==> config.mk <==
export PLATFORM = sky130hd
export DESIGN_NAME = alu_mc_sequencer
export DESIGN_NICKNAME = d
export VERILOG_FILES = /design/src/rtl/alu_mc_sequencer.sv
export SDC_FILE = /design/constraint.sdc
export NUM_CORES = 1
export LEC_CHECK = 0
export BUFFER_PORTS_ARGS = -buffer_cell sky130_fd_sc_hd__buf_4
export CORE_MARGIN = 3
export CORE_UTILIZATION = 40
export CTS_BUF_LIST = sky130_fd_sc_hd__clkbuf_8
export DETAILED_ROUTE_END_ITERATION = 16
export PLACE_DENSITY = 0.7
export SYNTH_ARGS = -nofsm -noshare
export SYNTH_HDL_FRONTEND = slang
export SYNTH_SLANG_ARGS = --single-unit
export TNS_END_PERCENT = 1
==> constraint.sdc <==
create_clock -name clk -period 3 [get_ports clk]
set_input_delay 0.6 -clock clk [delete_from_list [all_inputs] [get_ports clk]]
set_output_delay 0.6 -clock clk [all_outputs]
set_load 0.02 [all_outputs]
==> src/rtl/alu_mc_sequencer.sv <==
// alu_mc_sequencer: round-robin sharing of one ALU between two requesters.
// Optional stat_ops/stat_timeouts ports when ALU_SEQ_STATS_EN is defined.
module alu_mc_sequencer #(
  parameter int WIDTH   = 32,
  parameter int TIMEOUT = 64
) (
  input  logic             clk,
  input  logic             rst,
  input  logic             req0_valid,
  output logic             req0_ready,
  input  logic [4:0]       req0_op,
  input  logic [WIDTH-1:0] req0_a,
  input  logic [WIDTH-1:0] req0_b,
  output logic             rsp0_valid,
  output logic [WIDTH-1:0] rsp0_data,
  output logic             rsp0_err,
  input  logic             req1_valid,
  output logic             req1_ready,
  input  logic [4:0]       req1_op,
  input  logic [WIDTH-1:0] req1_a,
  input  logic [WIDTH-1:0] req1_b,
  output logic             rsp1_valid,
  output logic [WIDTH-1:0] rsp1_data,
  output logic             rsp1_err,
  output logic [4:0]       alu_opcode,
  output logic [WIDTH-1:0] alu_in1,
  output logic [WIDTH-1:0] alu_in2,
  output logic             alu_start,
`ifdef ALU_SEQ_STATS_EN
  output logic [31:0]      stat_ops,
  output logic [15:0]      stat_timeouts,
`endif
  input  logic [WIDTH-1:0] alu_result,
  input  logic             alu_valid
);

  typedef enum logic [1:0] {
    S_IDLE,
    S_ISSUE,
    S_WAIT,
    S_RESP
  } state_e;

  localparam logic [15:0] TMO_LAST = 16'(TIMEOUT - 1);

  state_e           state_q;
  logic             rr_q;
  logic             own_q;
  logic [4:0]       op_q;
  logic [WIDTH-1:0] a_q;
  logic [WIDTH-1:0] b_q;
  logic             start_q;
  logic [15:0]      cnt_q;
  logic             rsp0_valid_q;
  logic [WIDTH-1:0] rsp0_data_q;
  logic             rsp0_err_q;
  logic             rsp1_valid_q;
  logic [WIDTH-1:0] rsp1_data_q;
  logic             rsp1_err_q;

  logic             idle;
  logic             gnt0;
  logic             gnt1;
  logic             acc;
  logic [4:0]       sel_op;
  logic [WIDTH-1:0] sel_a;
  logic [WIDTH-1:0] sel_b;
  logic             fin;
  logic [WIDTH-1:0] fin_d;
  logic             fin_e;

  function automatic logic is_multi(input logic [4:0] op);
    return (op == 5'd2) || (op == 5'd3);
  endfunction

  function automatic logic is_single(input logic [4:0] op);
    return (op <= 5'd1) || ((op >= 5'd4) && (op <= 5'd14));
  endfunction

  // rr_q=0 favours req0 on a tie, rr_q=1 favours req1
  always_comb begin
    idle   = (state_q == S_IDLE);
    gnt0   = req0_valid & (~req1_valid | ~rr_q);
    gnt1   = req1_valid & (~req0_valid | rr_q);
    acc    = idle & (gnt0 | gnt1);
    sel_op = gnt1 ? req1_op : req0_op;
    sel_a  = gnt1 ? req1_a : req0_a;
    sel_b  = gnt1 ? req1_b : req0_b;
  end

  assign req0_ready = idle & gnt0;
  assign req1_ready = idle & gnt1;

  // completion of the current op: result/err to be latched for RESP
  always_comb begin
    fin   = 1'b0;
    fin_d = '0;
    fin_e = 1'b0;
    unique case (state_q)
      S_ISSUE: begin
        if (!is_multi(op_q)) begin
          fin   = 1'b1;
          fin_d = is_single(op_q) ? alu_result : '0;
          fin_e = ~is_single(op_q);
        end
      end
      S_WAIT: begin
        if (alu_valid) begin
          fin   = 1'b1;
          fin_d = alu_result;
        end else if (cnt_q == TMO_LAST) begin
          fin   = 1'b1;
          fin_e = 1'b1;
        end
      end
      default: ;
    endcase
  end

  // sequencer FSM with registered ALU and response outputs
  always_ff @(posedge clk or negedge rst) begin
    if (!rst) begin
      state_q      <= S_IDLE;
      rr_q         <= 1'b0;
      own_q        <= 1'b0;
      op_q         <= '0;
      a_q          <= '0;
      b_q          <= '0;
      start_q      <= 1'b0;
      cnt_q        <= '0;
      rsp0_valid_q <= 1'b0;
      rsp0_data_q  <= '0;
      rsp0_err_q   <= 1'b0;
      rsp1_valid_q <= 1'b0;
      rsp1_data_q  <= '0;
      rsp1_err_q   <= 1'b0;
    end else begin
      unique case (state_q)
        S_IDLE: begin
          if (acc) begin
            own_q   <= gnt1;
            rr_q    <= ~gnt1;
            op_q    <= sel_op;
            a_q     <= sel_a;
            b_q     <= sel_b;
            start_q <= is_multi(sel_op);
            state_q <= S_ISSUE;
          end
        end
        S_ISSUE: begin
          start_q <= 1'b0;
          cnt_q   <= '0;
          if (!fin) state_q <= S_WAIT;
        end
        S_WAIT: begin
          cnt_q <= cnt_q + 16'd1;
        end
        S_RESP: begin
          rsp0_valid_q <= 1'b0;
          rsp0_data_q  <= '0;
          rsp0_err_q   <= 1'b0;
          rsp1_valid_q <= 1'b0;
          rsp1_data_q  <= '0;
          rsp1_err_q   <= 1'b0;
          state_q      <= S_IDLE;
        end
        default: state_q <= S_IDLE;
      endcase
      if (fin) begin
        rsp0_valid_q <= ~own_q;
        rsp0_data_q  <= own_q ? '0 : fin_d;
        rsp0_err_q   <= ~own_q & fin_e;
        rsp1_valid_q <= own_q;
        rsp1_data_q  <= own_q ? fin_d : '0;
        rsp1_err_q   <= own_q & fin_e;
        state_q      <= S_RESP;
      end
    end
  end

  assign alu_opcode = op_q;
  assign alu_in1    = a_q;
  assign alu_in2    = b_q;
  assign alu_start  = start_q;
  assign rsp0_valid = rsp0_valid_q;
  assign rsp0_data  = rsp0_data_q;
  assign rsp0_err   = rsp0_err_q;
  assign rsp1_valid = rsp1_valid_q;
  assign rsp1_data  = rsp1_data_q;
  assign rsp1_err   = rsp1_err_q;

`ifdef ALU_SEQ_STATS_EN
  logic [31:0] ops_q;
  logic [15:0] tos_q;
  logic        to_hit;

  assign to_hit = (state_q == S_WAIT) & ~alu_valid & (cnt_q == TMO_LAST);

  // response counter wraps, timeout counter saturates
  always_ff @(posedge clk or negedge rst) begin
    if (!rst) begin
      ops_q <= '0;
      tos_q <= '0;
    end else begin
      if (state_q == S_RESP) ops_q <= ops_q + 32'd1;
      if (to_hit && tos_q != 16'hFFFF) tos_q <= tos_q + 16'd1;
    end
  end

  assign stat_ops      = ops_q;
  assign stat_timeouts = tos_q;
`endif

endmodule

==> results.sh <==
export IMPL_ys_warn_count=0
export IMPL_synthMuxAreaShare_pct=1.72
export IMPL_dpl_cell_count=1040
export IMPL_grt_usage_pct=23.4
export IMPL_cp_startpoint="state_q[0]"
export IMPL_min_period_ns=2.62
export IMPL_cts_tree="yes"
export IMPL_r2r_end="rsp0_data[6]"
export IMPL_syn_area_per_cell_um2=12.0
export IMPL_p_clk_share_pct=16.7
export IMPL_most_common_layout_cells="buf_4, dfrtp_1, inv_1, a22o_1, a222oi_1"
export IMPL_min_path_type="in2async"
export IMPL_slew_headroom_pct=55.3
export IMPL_finalClockSkew_ns=0.0109
export IMPL_synth_xor_area_share_pct=0.676
export IMPL_area_growth_pct=46.7
export IMPL_postRouteAntennaNets=0
export IMPL_tns_ns=0
export IMPL_synth_seq_cells=158
export IMPL_power_report_internal_total_uw=5710
export IMPL_rows=45
export IMPL_cts_resized_gates=0
export IMPL_start_util_pct=41.7
export IMPL_portBuffers=314
export IMPL_root_buffer="clkbuf_8"
export IMPL_grt_remaining_overflow=0
export IMPL_routabilityCongestion=0.866
export IMPL_core_mm2=0.0155
export IMPL_synthesis_area_mm2=0.00648
export IMPL_netlist_instances=541
export IMPL_num_vias=5895
export IMPL_synth_top_family_by_area="compound AO/OA/AOI/OAI gates"
export IMPL_die_w_um=133
export IMPL_cts_made_buffers=17
export IMPL_hpwl_um=16000
export IMPL_clkTransAtPathRegs_ns=0.09
export IMPL_final_max_slew_viol_count=0
export IMPL_ys_types=42
export IMPL_dr_pass1_iters=8
export IMPL_finalNonFillerCells=1072
export IMPL_required_ns=2.40
export IMPL_swShare_pct=41.8
export IMPL_worstSetupStartpointType="register"
export IMPL_final_common_cell="buf_4"
export IMPL_wl_per_cell_um=19.8
export IMPL_total_leakage_power_uw=0.00511
export IMPL_grt_pass1_vias=6058
export IMPL_grt_max_degree=69
export IMPL_htree_levels=4
export IMPL_clk_path_buf_depth=2
export IMPL_critPathKind="reg2out"
export IMPL_cellPowerDensity_mw_per_mm2=1030
export IMPL_synth_edf_count=0
export IMPL_fin_crit_sh_pct=87.3
export IMPL_power_uw=9810
export IMPL_fp_dieH_um=133
export IMPL_ios=315
export IMPL_hold_viol=0
export IMPL_yosysSeqAreaShare_pct=61.0
export IMPL_clk_latency_ns=0.45
export IMPL_nNetsFinal=1028
export IMPL_seqPwrFrac_pct=34.8
export IMPL_outcome="finished, final reports clean"
export IMPL_postCtsSetupRepairBufs=0
export IMPL_crit_arrival_ns=2.02
export IMPL_synthesis_nets=721
export IMPL_grt_antenna_before_repair=0
export IMPL_synth_adder_area_share_pct=0.965
export IMPL_synth_simple_area_share_pct=5.83
export IMPL_comb_power_share_pct=48.5
export IMPL_synthFlopType="dfrtp_1"
export IMPL_drive_gt1_share_pct=43.2
export IMPL_r2r_start="state_q[0]"
export IMPL_setup_viol=0
export IMPL_num_antenna_cells=0
export IMPL_p_switching_uw=4100
export IMPL_wl_um=21200
export IMPL_crit_path_end_kind="output port"
export IMPL_synth_compound_area_share_pct=22.5
export IMPL_max_freq_mhz=382
export IMPL_reg2reg_slack_ns=0.63
export IMPL_final_util_pct=61.2
export IMPL_postCtsHoldBufs=0
export IMPL_synthArstFlopShare_pct=100
export IMPL_cts_sinks=158
export IMPL_dieArea_mm2=0.0178
export IMPL_drc=0
export IMPL_reg2reg_depth=7
export IMPL_worst_pin_slew_ns=0.669
export IMPL_grt_pass1_wl_um=32900
export IMPL_drt_iter0_markers=563
export IMPL_crit_fanout=14
export IMPL_routed_via_density=5.50
export IMPL_maxCapViolations=0
export IMPL_rsz0062_at_grt="no"
export IMPL_peakVddDrop_mv=0.625
## layout make-up
cell class | instances | area, um2
fillers | 1306 | 6030
flip-flops and latches | 158 | 3950
clock inverters | 13 | 154
inverters | 74 | 278
well taps | 211 | 264
repair buffers | 328 | 2500
multi-input cells | 269 | 2090
clock buffers | 19 | 262
## cell families (layout without fill, tap and decap cells)
group                      Yosys count  after routing
AOI/OAI and AO/OA                  170            170
DFF                                158            158
buffers and inverters              114            434
and+or+nand+nor                     78             78
muxes                               11             11
adders and majority gates            5              5
xor gates and xnor gates             5              5
## routing by layer
metal	GRT usage (%)	part of all wire [%]	up-vias
met5	0	0	-
met1	27.6	38	2927
met4	8.17	2.7	0
li1	-	-	2652
met3	9.25	10	34
met2	39.0	50	282
## power by group through the flow
| stage | sequential [uW] | combinational, uW | clock (uW) |
|---|---|---|---|
| 2_1_floorplan | 4210 | 2000 | 0 |
| 3_3_place_gp | 3410 | 4630 | 0 |
| 3_5_place_dp | 3430 | 4790 | 0 |
| 4_1_cts | 3410 | 4790 | 1680 |
| 5_1_grt | 3500 | 5150 | 1780 |
| 6_report | 3410 | 4760 | 1640 |
## per-stage QoR
step / worst slack [ns] / cell area [um2] / hold slack [ns]
after global routing: 0.183 / 9510 / 0.104
after global placement: 0.777 / 9090 / 0.469
after CTS: 0.364 / 9510 / 0.0945
final: 0.380 / 9510 / 0.0990
after detailed placement: 0.687 / 9090 / 0.472
after floorplan: 0.744 / 6480 / 0.304
## cells in the mapped netlist, drive strengths merged, types with 5 or more instances
cell type	instances	area share, %
dfrtp	158	61
inv	74	4.3
a22o	63	8.5
a222oi	62	9.6
nand2	29	1.7
clkbuf	25	1.4
o21ai	23	1.8
nor2	17	0.98
buf	15	1.5
nand3	12	0.93
mux2i	10	1.5
ha	5	0.97
o31ai	5	0.58
## worst max-delay path by stage
stage	slack (ns)	end	depth (start not counted)
6_report	0.38	req0_ready	6
2_1_floorplan	0.74	req1_ready	5
3_3_place_gp	0.78	rsp0_data[5]	7
3_5_place_dp	0.69	rsp0_data[8]	7
4_1_cts	0.36	req0_ready	6
5_1_grt	0.18	req0_ready	6
## state kept, by name, indices dropped and copies added, names as in the netlist
name and cells:
state_q 2, rsp0_valid 1, rsp1_data 32, rr_q 1, rsp1_err 1, own_q 1, rsp0_data 32, alu_in2 32
alu_in1 32, cnt_q 16, alu_opcode 5, rsp0_err 1, alu_start 1, rsp1_valid 1
## worst max-delay path: stages (launching register included)
cell and delay (ns):
dfrtp_1 0.41, inv_1 0.10, ha_1 0.32, inv_2 0.11, a211oi_4 0.23, buf_4 0.23
buf_4 0.17
Power figures use the tool's default switching activity.
